$ cat src/rtl/cpu_ctrl_pkg.sv
// cpu_ctrl_pkg: opcodes, ALU codes and state encoding shared by the control
// sequencer, its wait counter and the datapath benches.
package cpu_ctrl_pkg;

  localparam int unsigned OpcodeW = 5;
  localparam int unsigned AluW    = 5;

  // ALU operation codes
  localparam logic [AluW-1:0] AluAdd = 5'b00001;
  localparam logic [AluW-1:0] AluAnd = 5'b00101;
  localparam logic [AluW-1:0] AluOr  = 5'b00110;

  // Instruction opcodes, IR[31:27]
  localparam logic [OpcodeW-1:0] OpLd   = 5'b00000;
  localparam logic [OpcodeW-1:0] OpLdi  = 5'b00001;
  localparam logic [OpcodeW-1:0] OpSt   = 5'b00010;
  localparam logic [OpcodeW-1:0] OpAddi = 5'b01100;
  localparam logic [OpcodeW-1:0] OpAndi = 5'b01101;
  localparam logic [OpcodeW-1:0] OpOri  = 5'b01110;
  localparam logic [OpcodeW-1:0] OpBr   = 5'b10011;
  localparam logic [OpcodeW-1:0] OpJr   = 5'b10100;
  localparam logic [OpcodeW-1:0] OpJal  = 5'b10101;
  localparam logic [OpcodeW-1:0] OpNop  = 5'b11010;
  localparam logic [OpcodeW-1:0] OpHalt = 5'b11011;

  // Encodings are visible on present_state, so they are fixed explicitly.
  typedef enum logic [4:0] {
    StRst  = 5'd0,
    StT0   = 5'd1,
    StT1   = 5'd2,
    StT2   = 5'd3,
    StT3   = 5'd4,
    StT4   = 5'd5,
    StT5   = 5'd6,
    StT6   = 5'd7,
    StT7   = 5'd8,
    StHalt = 5'd9,
    StIdle = 5'd10
  } state_e;

  function automatic logic op_is_defined(input logic [OpcodeW-1:0] op);
    return (op == OpLd)   || (op == OpLdi)  || (op == OpSt)  || (op == OpAddi) ||
           (op == OpAndi) || (op == OpOri)  || (op == OpBr)  || (op == OpJr)   ||
           (op == OpJal)  || (op == OpNop)  || (op == OpHalt);
  endfunction

endpackage

$ cat src/rtl/mem_wait_counter.sv
// mem_wait_counter: reloads on every step change, counts down while a step is
// held; done_o tells a memory step it has been held long enough.
module mem_wait_counter #(
  parameter int unsigned Width = 4
) (
  input  logic             clk_i,
  input  logic             rst_ni,
  input  logic             load_i,
  input  logic [Width-1:0] load_val_i,
  output logic             done_o
);

  logic [Width-1:0] cnt_q, cnt_d;

  // Load on entry, otherwise decrement and saturate at zero.
  always_comb begin
    cnt_d = cnt_q;
    if (load_i) begin
      cnt_d = load_val_i;
    end else if (cnt_q != '0) begin
      cnt_d = cnt_q - 1'b1;
    end
  end

  // Count register.
  always_ff @(posedge clk_i or negedge rst_ni) begin
    if (!rst_ni) begin
      cnt_q <= '0;
    end else begin
      cnt_q <= cnt_d;
    end
  end

  assign done_o = (cnt_q == '0);

endmodule

$ cat src/rtl/control_sequencer.sv
// control_sequencer: Moore T-step control unit. Fetch T0-T2, opcode-dependent
// execute T3-T7, memory steps stretched by MEM_WAIT; halt or an undefined opcode
// parks the machine until reset.
// Optional build macro CTRL_SINGLE_STEP_EN: T0 is entered from an idle state
// only when step is high.
module control_sequencer
  import cpu_ctrl_pkg::*;
#(
  parameter int unsigned      OPCODE_W = OpcodeW,
  parameter int unsigned      ALU_W    = AluW,
  parameter int unsigned      MEM_WAIT = 0,
  parameter logic [ALU_W-1:0] ALU_ADD  = AluAdd,
  parameter logic [ALU_W-1:0] ALU_AND  = AluAnd,
  parameter logic [ALU_W-1:0] ALU_OR   = AluOr
) (
  input  logic                clk,
  input  logic                reset_n,
  input  logic [OPCODE_W-1:0] ir_opcode,
  input  logic                con_output,
  input  logic                step,
  output logic                PC_select,
  output logic                MDR_select,
  output logic                Z_LO_select,
  output logic                c_select,
  output logic                r_select,
  output logic                PC_enable,
  output logic                PC_increment_enable,
  output logic                IR_enable,
  output logic                Y_enable,
  output logic                Z_enable,
  output logic                MAR_enable,
  output logic                MDR_enable,
  output logic                r_enable,
  output logic                con_enable,
  output logic                manual_R15_enable,
  output logic                read,
  output logic                write,
  output logic                Gra,
  output logic                Grb,
  output logic                BAout,
  output logic [ALU_W-1:0]    alu_instruction,
  output logic                run,
  output logic                illegal,
  output logic [4:0]          present_state
);

`ifdef CTRL_SINGLE_STEP_EN
  localparam state_e StNext = StIdle;
`else
  localparam state_e StNext = StT0;
  logic unused_step;
  assign unused_step = step;
`endif

  state_e              state_q, state_d;
  logic [OPCODE_W-1:0] op_q, op_d;
  logic                illegal_q, illegal_d;
  logic                wait_done;

  logic is_ld, is_st, is_imm, is_jal, is_jr, is_br, is_nop;
  assign is_ld  = (op_q == OpLd);
  assign is_st  = (op_q == OpSt);
  assign is_imm = (op_q == OpLdi) || (op_q == OpAddi) || (op_q == OpAndi) || (op_q == OpOri);
  assign is_jal = (op_q == OpJal);
  assign is_jr  = (op_q == OpJr);
  assign is_br  = (op_q == OpBr);
  assign is_nop = (op_q == OpNop);

  mem_wait_counter #(
    .Width (4)
  ) u_wait (
    .clk_i      (clk),
    .rst_ni     (reset_n),
    .load_i     (state_d != state_q),
    .load_val_i (4'(MEM_WAIT)),
    .done_o     (wait_done)
  );

  // Next-state sequencing; memory steps hold until the wait counter expires.
  always_comb begin
    state_d   = state_q;
    op_d      = (state_q == StT2) ? ir_opcode : op_q;
    illegal_d = illegal_q | ((state_q == StT3) && !op_is_defined(op_q));
    case (state_q)
      StRst: state_d = StNext;
      StT0:  state_d = StT1;
      StT1:  if (wait_done) state_d = StT2;
      StT2:  state_d = StT3;
      StT3: begin
        if (is_imm || is_ld || is_st || is_jal || is_br) state_d = StT4;
        else if (is_jr || is_nop)                        state_d = StNext;
        else                                             state_d = StHalt;
      end
      StT4:  state_d = is_jal ? StNext : StT5;
      StT5:  state_d = is_imm ? StNext : StT6;
      StT6: begin
        if (is_br)                   state_d = StNext;
        else if (is_st || wait_done) state_d = StT7;
      end
      StT7:  if (is_ld || wait_done) state_d = StNext;
      StHalt: state_d = StHalt;
`ifdef CTRL_SINGLE_STEP_EN
      StIdle: if (step) state_d = StT0;
`endif
      default: state_d = StRst;
    endcase
  end

  // State, latched opcode and sticky illegal flag.
  always_ff @(posedge clk or negedge reset_n) begin
    if (!reset_n) begin
      state_q   <= StRst;
      op_q      <= '0;
      illegal_q <= 1'b0;
    end else begin
      state_q   <= state_d;
      op_q      <= op_d;
      illegal_q <= illegal_d;
    end
  end

  // Moore output decode from the registered step and opcode.
  always_comb begin
    PC_select           = 1'b0;
    MDR_select          = 1'b0;
    Z_LO_select         = 1'b0;
    c_select            = 1'b0;
    r_select            = 1'b0;
    PC_enable           = 1'b0;
    PC_increment_enable = 1'b0;
    IR_enable           = 1'b0;
    Y_enable            = 1'b0;
    Z_enable            = 1'b0;
    MAR_enable          = 1'b0;
    MDR_enable          = 1'b0;
    r_enable            = 1'b0;
    con_enable          = 1'b0;
    manual_R15_enable   = 1'b0;
    read                = 1'b0;
    write               = 1'b0;
    Gra                 = 1'b0;
    Grb                 = 1'b0;
    BAout               = 1'b0;
    alu_instruction     = '0;
    run                 = (state_q != StRst) && (state_q != StHalt);
    case (state_q)
      StT0: begin
        PC_select  = 1'b1;
        MAR_enable = 1'b1;
      end
      StT1: begin
        read                = 1'b1;
        MDR_enable          = 1'b1;
        PC_increment_enable = wait_done;
      end
      StT2: begin
        MDR_select = 1'b1;
        IR_enable  = 1'b1;
      end
      StT3: begin
        if (is_imm || is_ld || is_st) begin
          Grb      = 1'b1;
          BAout    = 1'b1;
          Y_enable = 1'b1;
        end else if (is_jal) begin
          manual_R15_enable = 1'b1;
          PC_select         = 1'b1;
        end else if (is_jr || is_br) begin
          Gra        = 1'b1;
          r_select   = 1'b1;
          PC_enable  = is_jr;
          con_enable = is_br;
        end
      end
      StT4: begin
        if (is_jal) begin
          Gra       = 1'b1;
          r_select  = 1'b1;
          PC_enable = 1'b1;
        end else if (is_br) begin
          PC_select = 1'b1;
          Y_enable  = 1'b1;
        end else begin
          c_select = 1'b1;
          Z_enable = 1'b1;
          if (op_q == OpAndi)     alu_instruction = ALU_AND;
          else if (op_q == OpOri) alu_instruction = ALU_OR;
          else                    alu_instruction = ALU_ADD;
        end
      end
      StT5: begin
        if (is_br) begin
          c_select        = 1'b1;
          Z_enable        = 1'b1;
          alu_instruction = ALU_ADD;
        end else begin
          Z_LO_select = 1'b1;
          Gra         = is_imm;
          r_enable    = is_imm;
          MAR_enable  = !is_imm;
        end
      end
      StT6: begin
        if (is_br) begin
          Z_LO_select = 1'b1;
          PC_enable   = con_output;
        end else begin
          MDR_enable = 1'b1;
          read       = is_ld;
          Gra        = is_st;
          r_select   = is_st;
        end
      end
      StT7: begin
        write      = is_st;
        MDR_select = is_ld;
        Gra        = is_ld;
        r_enable   = is_ld;
      end
      default: ;
    endcase
  end

  assign illegal       = illegal_q;
  assign present_state = state_q;

endmodule

$ cat config.mk
export PLATFORM = sky130hd
export DESIGN_NAME = control_sequencer
export DESIGN_NICKNAME = d
export VERILOG_FILES = /design/src/rtl/cpu_ctrl_pkg.sv /design/src/rtl/mem_wait_counter.sv /design/src/rtl/control_sequencer.sv
export SDC_FILE = /design/constraint.sdc
export NUM_CORES = 1
export LEC_CHECK = 0
export ABC_AREA = 1
export CAP_MARGIN = 40
export CORE_UTILIZATION = 48
export CTS_BUF_LIST = sky130_fd_sc_hd__clkbuf_4 sky130_fd_sc_hd__clkbuf_8
export CTS_CLUSTER_DIAMETER = 150
export CTS_CLUSTER_SIZE = 20
export DETAILED_ROUTE_END_ITERATION = 12
export PLACE_DENSITY_LB_ADDON = 0.05
export RECOVER_POWER = 100
export SLEW_MARGIN = 20
export SYNTH_ARGS = -nofsm -noshare
export SYNTH_HDL_FRONTEND = slang
export SYNTH_SLANG_ARGS = --single-unit
$ cat constraint.sdc
create_clock -name clk -period 1.9 [get_ports clk]
set_input_delay 0.57 -clock clk [delete_from_list [all_inputs] [get_ports clk]]
set_output_delay 0.57 -clock clk [all_outputs]
set_load 0.02 [all_outputs]
==> results of run 1 <==
through the flow:
step | cells | cell area (sq um) | TNS, ns | hold slack [ns] | setup WS, ns
2_1_floorplan | 199 | 1320 | -0.103 | 0.274 | -0.0593
3_3_place_gp | 316 | 2100 | -7.87 | 0.473 | -0.476
3_5_place_dp | 316 | 2100 | -9.02 | 0.486 | -0.499
4_1_cts | 328 | 2310 | -4.98 | 0.521 | -0.329
cells by family after synthesis:
kind of cell               count (synthesis)
and+or+nand+nor                          119
buffers and inverters                     39
AOI/OAI and AO/OA                         21
DFF                                       15
xor gates and xnor gates                   1
adders and majority gates                  1
other                                      1
synthesized netlist by cell type:
master	n	area [sq um]
nor4_1	1	6.26
conb_1	1	3.75
nand2_2	3	18.8
nand3_1	15	75.1
o221ai_1	1	8.76
a22o_1	1	8.76
clkinv_1	1	3.75
buf_2	1	5.00
inv_1	29	109
nor2_2	8	50.1
nor3_1	3	15.0
nor2_1	24	90.1
a31o_2	1	8.76
dfrtp_1	15	375
buf_4	4	30.0
nand2_1	48	180
nand2_4	1	11.3
nor2_4	2	22.5
nand4_2	2	25.0
o21ai_0	12	60.1
nand4_1	6	37.5
o211ai_1	1	7.51
xor2_1	1	8.76
a21oi_1	2	10.0
o22ai_1	1	6.26
ha_1	1	12.5
nand3_2	6	60.1
o21a_1	2	15.0
inv_2	4	15.0
what timing repair did:
action,in CTS
buffers inserted,8
pin swaps,13
setup endpoints to repair,29
gates resized for setup,186
hold buffers,0
==> results.md, run 1 <==
Floorplanning:
- For this configuration, the core starts out at a cell density of ~50%.
- From bottom edge to top edge, the die measures 53.6 microns.
- The number of placement rows is 18.
- In this run the horizontal extent of the chip is roughly 54 microns.
- For this design the top-level I/O count stands at 41.

CTS:
- The root buffer selected by CTS is clkbuf_4.
- Counting every sink on the clock net gives 15.
- The number of levels in the clock H-tree is 1.
- The number of buffers on the longest clock path is 2.
- In this run, CTS created clock tree buffers numbering 3.

Logic synthesis:
- The netlist area before placement is about 1300 sq um.
- The post-synthesis compound-gate area fraction is under 10%.
- For this run, the register share of the synthesized area comes to around 29%.
- The portion of synthesized area spent on multiplexers is 0%.
- Of the total synthesized cell area, the portion taken by AND, OR, NAND and NOR gates is about 46%.
- In the synthesized netlist, the number of instances is 197.
- The adder-cell share of the synthesized area is less than 1%.
- The number of library cell types mapped by synthesis is 29.
- The Yosys step of the flow raised 0 warnings.
- The synthesized netlist devotes less than 1% of its cell area to XOR and XNOR gates.
- By area, the combinational part of the netlist is dominated by simple AND/OR/NAND/NOR gates.
- After synthesis, the mean cell area works out to between 6 and 7 sq um.
- The number of register bits inferred by synthesis is 15.

STA:
- In the global-route stage, repair_timing last flagged the worst endpoint as alu_instruction[0].
- The kind of endpoint with the least setup slack is a top-level output.

Outcome:
- The stage where the run ended is 5_1_grt.
- The tool reported: "[ERROR DPL-0038] Utilization greater than 100%, impossible to legalize".
- The run stopped with a tool error.

Placement:
- Buffers placed on the I/O ports in this run total 37.
- The final RePlAce weighted congestion is just under 0.9.
- After legalization and detailed placement, the total HPWL measured about 3400 microns.

GRT:
- Entering global routing, the biggest net connects 16 pins.
==> run 2: changes to the inputs <==
--- a/config.mk
+++ b/config.mk
@@ -7,12 +7,10 @@
 export LEC_CHECK = 0
 export ABC_AREA = 1
 export CAP_MARGIN = 40
-export CORE_UTILIZATION = 48
-export CTS_BUF_LIST = sky130_fd_sc_hd__clkbuf_4 sky130_fd_sc_hd__clkbuf_8
-export CTS_CLUSTER_DIAMETER = 150
-export CTS_CLUSTER_SIZE = 20
+export CORE_AREA = 2 2 63 65
 export DETAILED_ROUTE_END_ITERATION = 12
-export PLACE_DENSITY_LB_ADDON = 0.05
+export DIE_AREA = 0 0 65 67
+export PLACE_DENSITY_LB_ADDON = 0.15
 export RECOVER_POWER = 100
 export SLEW_MARGIN = 20
 export SYNTH_ARGS = -nofsm -noshare
==> run 2 against run 1 <==
Synthesized cell count unchanged. The flow now finishes, with violations (negative setup slack). Area after synthesis is the same.
==> results.md, run 2 <==
Outcome:
- The run finished, with violations left.
- The final reports fail on negative setup slack.

GRT:
- The number of antenna violations at the first check in global routing is 0.
- Entering global routing, the biggest net connects 16 pins.
- The number of global-route vias before repair is about 1,500.
- Across every metal layer, demand over resource in global routing totals roughly a fifth.
- The first global-routing pass estimated roughly 6700 microns of wire.
- Summed over all layers, the global routing overflow is 0.

STA:
- The number of hold violations in the final report is 0.
- The post-route clock skew is ~0.009 ns.
- Across all setup checks in the final design, the least slack found is -0.298 ns.
- For the finished layout, the period the worst path requires is between 2 and 2.5 ns.
- The final number of max-transition violations came to 0.
- The highest clock frequency the design can meet is 0.455 GHz.
- Setup repair after global routing could not meet its margin everywhere.
- The tightest hold margin is 0.490 ns.
- The slew at the pin closest to its max-slew limit is roughly 0.85 ns.
- Headroom to the max-slew limit came out at between 40% and 50%.
- The worst path uses 116% of the clock period.
- Setup violations remaining at the end of the flow were counted as 28.
- After routing, the total negative slack on setup checks comes to -5.46 ns.

Logic synthesis:
- The number of instances in the synthesized netlist is just under 200.
- The multiplexer share of the synthesized area is 0%.
- By area, the combinational part of the netlist is dominated by simple AND/OR/NAND/NOR gates.
- The synthesized-area fraction occupied by xor and xnor cells is 0.684%.
- The flip-flop cell with the highest count after synthesis is dfrtp_1.
- The sequential area share after synthesis is between 20 and 30%.
- The fraction of the mapped netlist area in simple logic gates is a little under half.
- Sorting the synthesized cells by area gives the leading types as dfrtp_1, nand2_1, inv_1.
- By count the netlist is led by nand2_1, inv_1, nor2_1, dfrtp_1, nand3_1.
- The most frequent cell after synthesis is nand2_1.
- The number of register bits inferred by synthesis is 15.
- Yosys mapped the design onto 29 distinct sky130hd cell types.
- During synthesis, Yosys emitted a total of 0 warnings.
- The synthesized design contains 0 enable-type register cells.
- The post-synthesis compound-gate area fraction is about a tenth.
- After synthesis the cells add up to approximately 1300 sq um.
- A synthesized cell averages 6.50 sq um.
- The synthesized netlist devotes 0.978% of its cell area to adder and majority cells.
- The fraction of synthesized cell area taken by the top area cell type is 29.3%.
- The leading area contributor after synthesis is dfrtp_1.
- The fraction of registers with async set or reset after synthesis is 100%.

CTS:
- In this run, CTS created clock tree buffers numbering 3.
- TritonCTS built the clock tree.
- The clock reaches the later pin of the worst-skew pair after 0.25 ns.
- After clock tree synthesis, the clock-pin slew on the worst setup and hold paths is about 0.07 ns.
- The longest clock path from root to sink contains 2 buffers.
- The number of levels in the clock H-tree is 1.
- The tree built by TritonCTS fans out to 15 sinks.
- CTS placed an instance of clkbuf_8 at the clock tree root.

Floorplanning:
- Once the floorplan was initialized, standard cells occupied 35.5% of the core.
- The die covers ~4400 sq um.
- The floorplan has 22 rows.
- The die outline width is 65 microns.
- The core outline area is approximately 3600 sq um.
- From bottom edge to top edge, the die measures approximately 67 microns.
- Pin placement for this block handled 41 I/O pins.

Power:
- The clock network power share is roughly a tenth.
- The power per cell area is 1090 nW/um^2.
- The switching fraction of total power is 48.1%.
- The portion of total power attributed to combinational logic is ~70%.
- For this design the total switching power over the nets is between 1000 and 1500 uW.
- Cell internal power was estimated by the tool at 1480 uW.
- The relative contribution of sequential cells to total power is between 20 and 25%.
- The completed layout was analyzed and its total power is ~2900 uW.
- For this design the static power due to leakage is between 0.001 and 0.0015 uW.
- IR analysis of the VDD net gives a maximum drop of roughly 710 uV.

Layout:
- The fraction of final layout cells with drive strength greater than 1 is around two thirds.
- The number of antenna diodes in the final layout is 0.
- The total number of nets in the final design is 315.
- The synthesis-to-layout area growth is 106%.
- Leaving out fill and tap cells, the most frequent cell in the layout is buf_4.
- The library cells used most frequently in the layout, excluding fill and tap cells, are buf_4, nand2_1, buf_6.

Worst setup path:
- The cell type group with the largest total delay on the critical path is flip-flops.
- STA classifies the critical path startpoint as a flip-flop.
- The delay contributed by the slowest stage of the critical path is about 0.46 ns.
- The slowest cell on the critical path is dfrtp_2.
- The maximum fanout along the worst path is 4.
- Data on the critical path is required at its endpoint by between 1 and 1.5 ns.
- The critical path arrival is 1.63 ns.
- Counting both buffers and inverters, the worst setup path holds a total of 2.
- The kind of critical path is reg -> out.
- The worst setup path is captured at an output pin.
- The critical path goes through inv_4 > nand3_4 > nor2_4 > nor2_2 > a22o_4 > o21a_2 > buf_6.

Placement:
- Input and output buffers added on the ports amount to 37.
- Detailed placement finished with a half-perimeter wire length of 3080 microns.
- The final RePlAce weighted congestion is approximately 0.9.

Job:
- The number of violations of the max-capacitance limit is 0.

Hold path:
- The type of the tightest min-delay check is reg -> reg.

Drt:
- The detail route stage leaves a number of antenna-violating nets equal to 0.
- The routed via count is around 1,700.
- The starting DRC count in detailed routing is 65.
- The first detailed-routing pass ran for 4 iterations.
- Dividing the detail-routed via count by the number of cells gives 4.83.
- The overall routed net length is 4690 microns.
- Dividing the detail-routed wire length by the instance count gives between 10 and 15 microns.
- The number of remaining DRC errors is 0.
==> run 2: per-stage QoR <==
stage / instance area, sq um / util [%] / instances / worst slack, ns
finish: 2630 / 73.0 / 352 / -0.298
global route: 2630 / 73.0 / 352 / -0.388
CTS: 2360 / 65.4 / 344 / -0.259
detailed placement: 2120 / 58.7 / 333 / -0.508
global placement: 2120 / 58.7 / 333 / -0.510
floorplan: 1320 / - / 199 / -0.0593
==> run 2: path summary, 6_finish.rpt <==
path                                                  from                     endpoint  slack (ns)  cells past startpoint
worst min register to register           illegal$_DFF_PN0_            illegal$_DFF_PN0_        0.49                      1
worst min-delay path                     illegal$_DFF_PN0_            illegal$_DFF_PN0_        0.49                      1
min in group asynchronous                          reset_n  u_wait.cnt_q[3]$_DFFE_PN0P_        0.93                      2
worst max-delay path                   op_q[3]$_DFFE_PN0P_           alu_instruction[0]       -0.30                      7
worst max register to register  present_state[3]$_DFF_PN0_  u_wait.cnt_q[0]$_DFFE_PN0P_       -0.11                     12
max in group asynchronous                          reset_n          op_q[0]$_DFFE_PN0P_        0.38                      2
==> run 2: power groups by stage <==
stage	sequential [uW]	clock, uW	combinational, uW
after global routing	594	289	2150
after CTS	555	272	1670
after floorplan	590	0	667
final	584	267	2010
after global placement	528	0	1460
after detailed placement	531	0	1460
==> run 2: per-layer routing <==
metal  global-route usage (%)  up-vias  part of all wire, %
li1                         -      846                    -
met5                        0        -                    0
met1                     24.2      807                   41
met3                     2.87        6                  3.0
met2                     36.7       41                   55
met4                     5.85        0                  1.0
==> run 2: layout make-up <==
cell class,count,area [sq um]
clock buffer,3,41.3
clock inverter,1,5.00
fill,258,973
inverter,34,135
multi-input combinational,145,1070
sequential,15,385
tap,48,60.1
timing repair buffer,106,932
==> run 2: repair_timing <==
action                                  in CTS  in global routing
setup buffers                                7                 11
hold buffers                                 0                  0
pin swaps                                   15                 33
gates resized for setup                    188                 71
endpoints found under the setup margin      28                 30
==> run 2: cells by family after synthesis <==
logic type,Yosys count
simple gates,119
other cells,1
xor+xnor,1
compound gates,21
fa+ha+maj,1
buf+inv,39
flops,15
No activity file was read; power rests on OpenSTA's default activity.
==> run 3: changes to the inputs <==
--- a/config.mk
+++ b/config.mk
@@ -8,10 +8,12 @@
 export ABC_AREA = 1
 export CAP_MARGIN = 40
 export CORE_AREA = 2 2 63 65
+export CTS_BUF_LIST = sky130_fd_sc_hd__clkbuf_8
 export DETAILED_ROUTE_END_ITERATION = 12
 export DIE_AREA = 0 0 65 67
 export PLACE_DENSITY_LB_ADDON = 0.15
 export RECOVER_POWER = 100
+export SETUP_SLACK_MARGIN = 0.15
 export SLEW_MARGIN = 20
 export SYNTH_ARGS = -nofsm -noshare
 export SYNTH_HDL_FRONTEND = slang
==> run 3 against run 2 <==
The run still ends with negative setup slack left. Global-route usage grew 1.8 points. Register-to-register slack worse by 0.05 ns. Via count is 2.7% higher. Clock skew is 0.0067 ns lower. Combinational power increased by 3%. Clock power is 6% lower. Critical path depth stayed put. Utilization grew 3.0 points. Critical path type unchanged. Largest cell class is now non-clock buffers. Largest power group unchanged. Highest routed layer unchanged.
==> results.md, run 3 (synthesis results as in run 2) <==
Worst setup path:
- Together, buffers and inverters on the worst path number 2.
- The critical path goes through nor2_4 > nand4_4 > inv_2 > nand2_2 > o21a_1 > nand4_1 > buf_6.
- The critical path required time is 1.33 ns.
- The delay contributed by the slowest stage of the critical path is ~0.45 ns.
- The critical path arrival is approximately 1.6 ns.
- The worst setup path is launched from a flip-flop.
- The worst setup path is captured at an output pin.
- The maximum fanout along the worst path is 4.
- The cell type group with the largest total delay on the critical path is simple AND/OR/NAND/NOR gates.
- The kind of critical path is reg -> out.
- Among all stages on the critical path, the largest delay is contributed by dfrtp_2.

Placement:
- The final HPWL from detailed placement is 3280 microns.
- After detailed placement, the design holds a cell count of 336.
- The number of port buffers is 37.
- The congestion estimate from routability-driven global placement came to 0.869.

Floorplanning:
- The die area is 4360 sq um.
- The core outline area is between 3000 and 4000 sq um.
- Row generation in the floorplan step produced 22 rows.
- The initial utilization of the core area, before any placement, comes to between 30% and 40%.
- The die outline width is 65 microns.
- Pin placement for this block handled about 40 I/O pins.
- The die boundary height is roughly 67 microns.

CTS:
- The number of clock sinks is 15.
- At the later pin of the worst-skew pair, clock insertion delay measures approximately 0.24 ns.
- The TritonCTS clock tree is yes.
- The clock-pin slew on the worst setup and hold paths is ~0.06 ns.
- In this run the number of H-tree levels came out at 1.
- Counting the buffers created by CTS gives 3.
- In this run the deepest clock path goes through 2 buffers.
- The root buffer cell chosen for the clock tree is clkbuf_8.

GRT:
- The number of global-route vias before repair is approximately 1,700.
- The busiest layer in global routing is met2.
- The first global-routing pass estimated 7430 microns of wire.
- For this run, global-route usage on met2 was measured as between 40% and 50%.
- The number of antenna violations at the first check in global routing came to 0.
- The met1 usage is around a quarter.
- Entering global routing, the biggest net connects 16 pins.
- For met3 alone, demand over resource in global routing was around 2.7%.
- In the global route stage, overall resource usage came out at a little over a fifth.
- After global routing the overflow that remains totals 0.

Drt:
- The final route contains 1,746 vias.
- The starting DRC count in detailed routing is between 90 and 100.
- The final layout contains routed wiring with a total length of 4930 microns.
- In this run the remaining antenna-violating nets after routing total 0.
- The number of search-and-repair iterations in the first detailed-routing pass is 4.
- The per-cell via count in the routed design is ~4.8.
- After detailed routing, the number of remaining DRC violations is 0.
- The routed wire length per instance is about 13 microns.

Layout:
- The multi-input logic area is roughly 1100 sq um.
- 0 antenna diodes ended up in the layout.
- The most common cell after layout, fill and taps aside is buf_4.
- The filler cells instantiated in the layout total roughly 260.
- The synthesis-to-layout area growth is 114%.
- The fraction of final layout cells with drive strength greater than 1 is 65.7%.
- The register area is 387 sq um.
- The top cell types in the final layout, fill and taps aside, are buf_4, buf_6, nand2_1.
- The final layout contains about 330 nets.
- The finished layout holds about 370 standard cells, fillers aside.

STA:
- The final number of max-transition violations is 0.
- Setup total negative slack on the finished layout was measured at -5.01 ns.
- The post-route clock skew is ~0.0023 ns.
- In this run the tightest slew margin relative to its limit is a little under half.
- Of the available clock period, the critical path in the final layout requires 115%.
- Setup repair after global routing could not meet its margin everywhere.
- After layout, the worst setup slack is -0.276 ns.
- The number of failing setup endpoints in the final timing report is 28.
- The number of hold violations in the final report was 0.
- The highest clock frequency the design can meet is around 0.46 GHz.
- Counting I/O delays and the setup requirement, the final critical path takes 2.18 ns.
- The slew at the pin closest to its max-slew limit is slightly above 0.8 ns.

Power:
- The largest voltage drop on the vdd net is around 720 uV.
- Power spread over the standard cell area amounts to about 1100 nW/um^2.
- Summed over all cells, the static leakage comes to about 0.0014 uW.

Hold path:
- The type of the tightest min-delay check is reg -> reg.

Outcome:
- The run finished, with violations left.
- The final reports fail on negative setup slack.

Job:
- Across the run, the number of max-cap violations was 0.
-- run 3: changes by cell type in the layout (fill, tap and decap cells not counted), moves of 2 or more --
cell             previous run  this run
buf_2                       0         3
buf_4                      60        64
buf_6                      31        38
clkdlybuf4s50_1             8         6
inv_1                      13        16
inv_2                      18        16
nand2_2                    13        15
nand2_4                     8         5
o21ai_1                     2         0
-- run 3: power breakdown --
| part | internal (uW) | total, uW | switching [uW] | leakage (uW) |
|---|---|---|---|---|
| sequential | 426 | 610 | 184 | 0.000182 |
| clock | 143 | 251 | 108 | 0.0000269 |
| combinational | 994 | 2080 | 1090 | 0.00118 |
| total | 1560 | 2940 | 1380 | 0.00138 |
-- run 3: metal layers --
layer / part of all wire (%) / routed length [microns]
met1: 41 / 2000
met2: 56 / 2780
met3: 2.6 / 128
met4: 0.51 / 25
met5: 0 / 0
-- run 3: per-stage QoR --
step | util [%] | cell area (sq um) | setup slack (ns) | hold WS (ns) | power [uW]
floorplan | - | 1370 | -0.0453 | 0.274 | 1320
global placement | 60.8 | 2190 | -0.489 | 0.465 | 2060
detailed placement | 60.8 | 2190 | -0.508 | 0.473 | 2080
CTS | 70.7 | 2550 | -0.298 | 0.482 | 2690
global route | 76.0 | 2740 | -0.359 | 0.521 | 3130
finish | 76.0 | 2740 | -0.276 | 0.478 | 2940
-- run 3: path summary, 6_finish.rpt --
check	cells past startpoint	endpoint	from	slack, ns
worst min-delay path	1	illegal$_DFF_PN0_	illegal$_DFF_PN0_	0.48
max in group asynchronous	2	present_state[2]$_DFF_PN0_	reset_n	0.40
worst min register to register	1	illegal$_DFF_PN0_	illegal$_DFF_PN0_	0.48
worst max register to register	16	u_wait.cnt_q[1]$_DFFE_PN0P_	u_wait.cnt_q[0]$_DFFE_PN0P_	-0.16
min in group asynchronous	2	u_wait.cnt_q[1]$_DFFE_PN0P_	reset_n	0.93
worst max-delay path	7	Gra	present_state[4]$_DFF_PN0_	-0.28
-- run 3: layout make-up --
class	instances	area share (%)
Clock buffer	3	1.51
Clock inverter	1	0.137
Inverter	34	4.88
Multi-Input combinational cell	145	38.4
Sequential cell	15	14.1
Tap cell	48	2.19
Timing Repair Buffer	120	38.7
-- run 3: timing repair --
action | in CTS | in global routing
buffers inserted | 12 | 14
pin swaps | 30 | 13
resized for setup | 209 | 39
setup endpoints to repair | 34 | 30
hold endpoints to repair | 0 | 0
hold buffers | 0 | 0
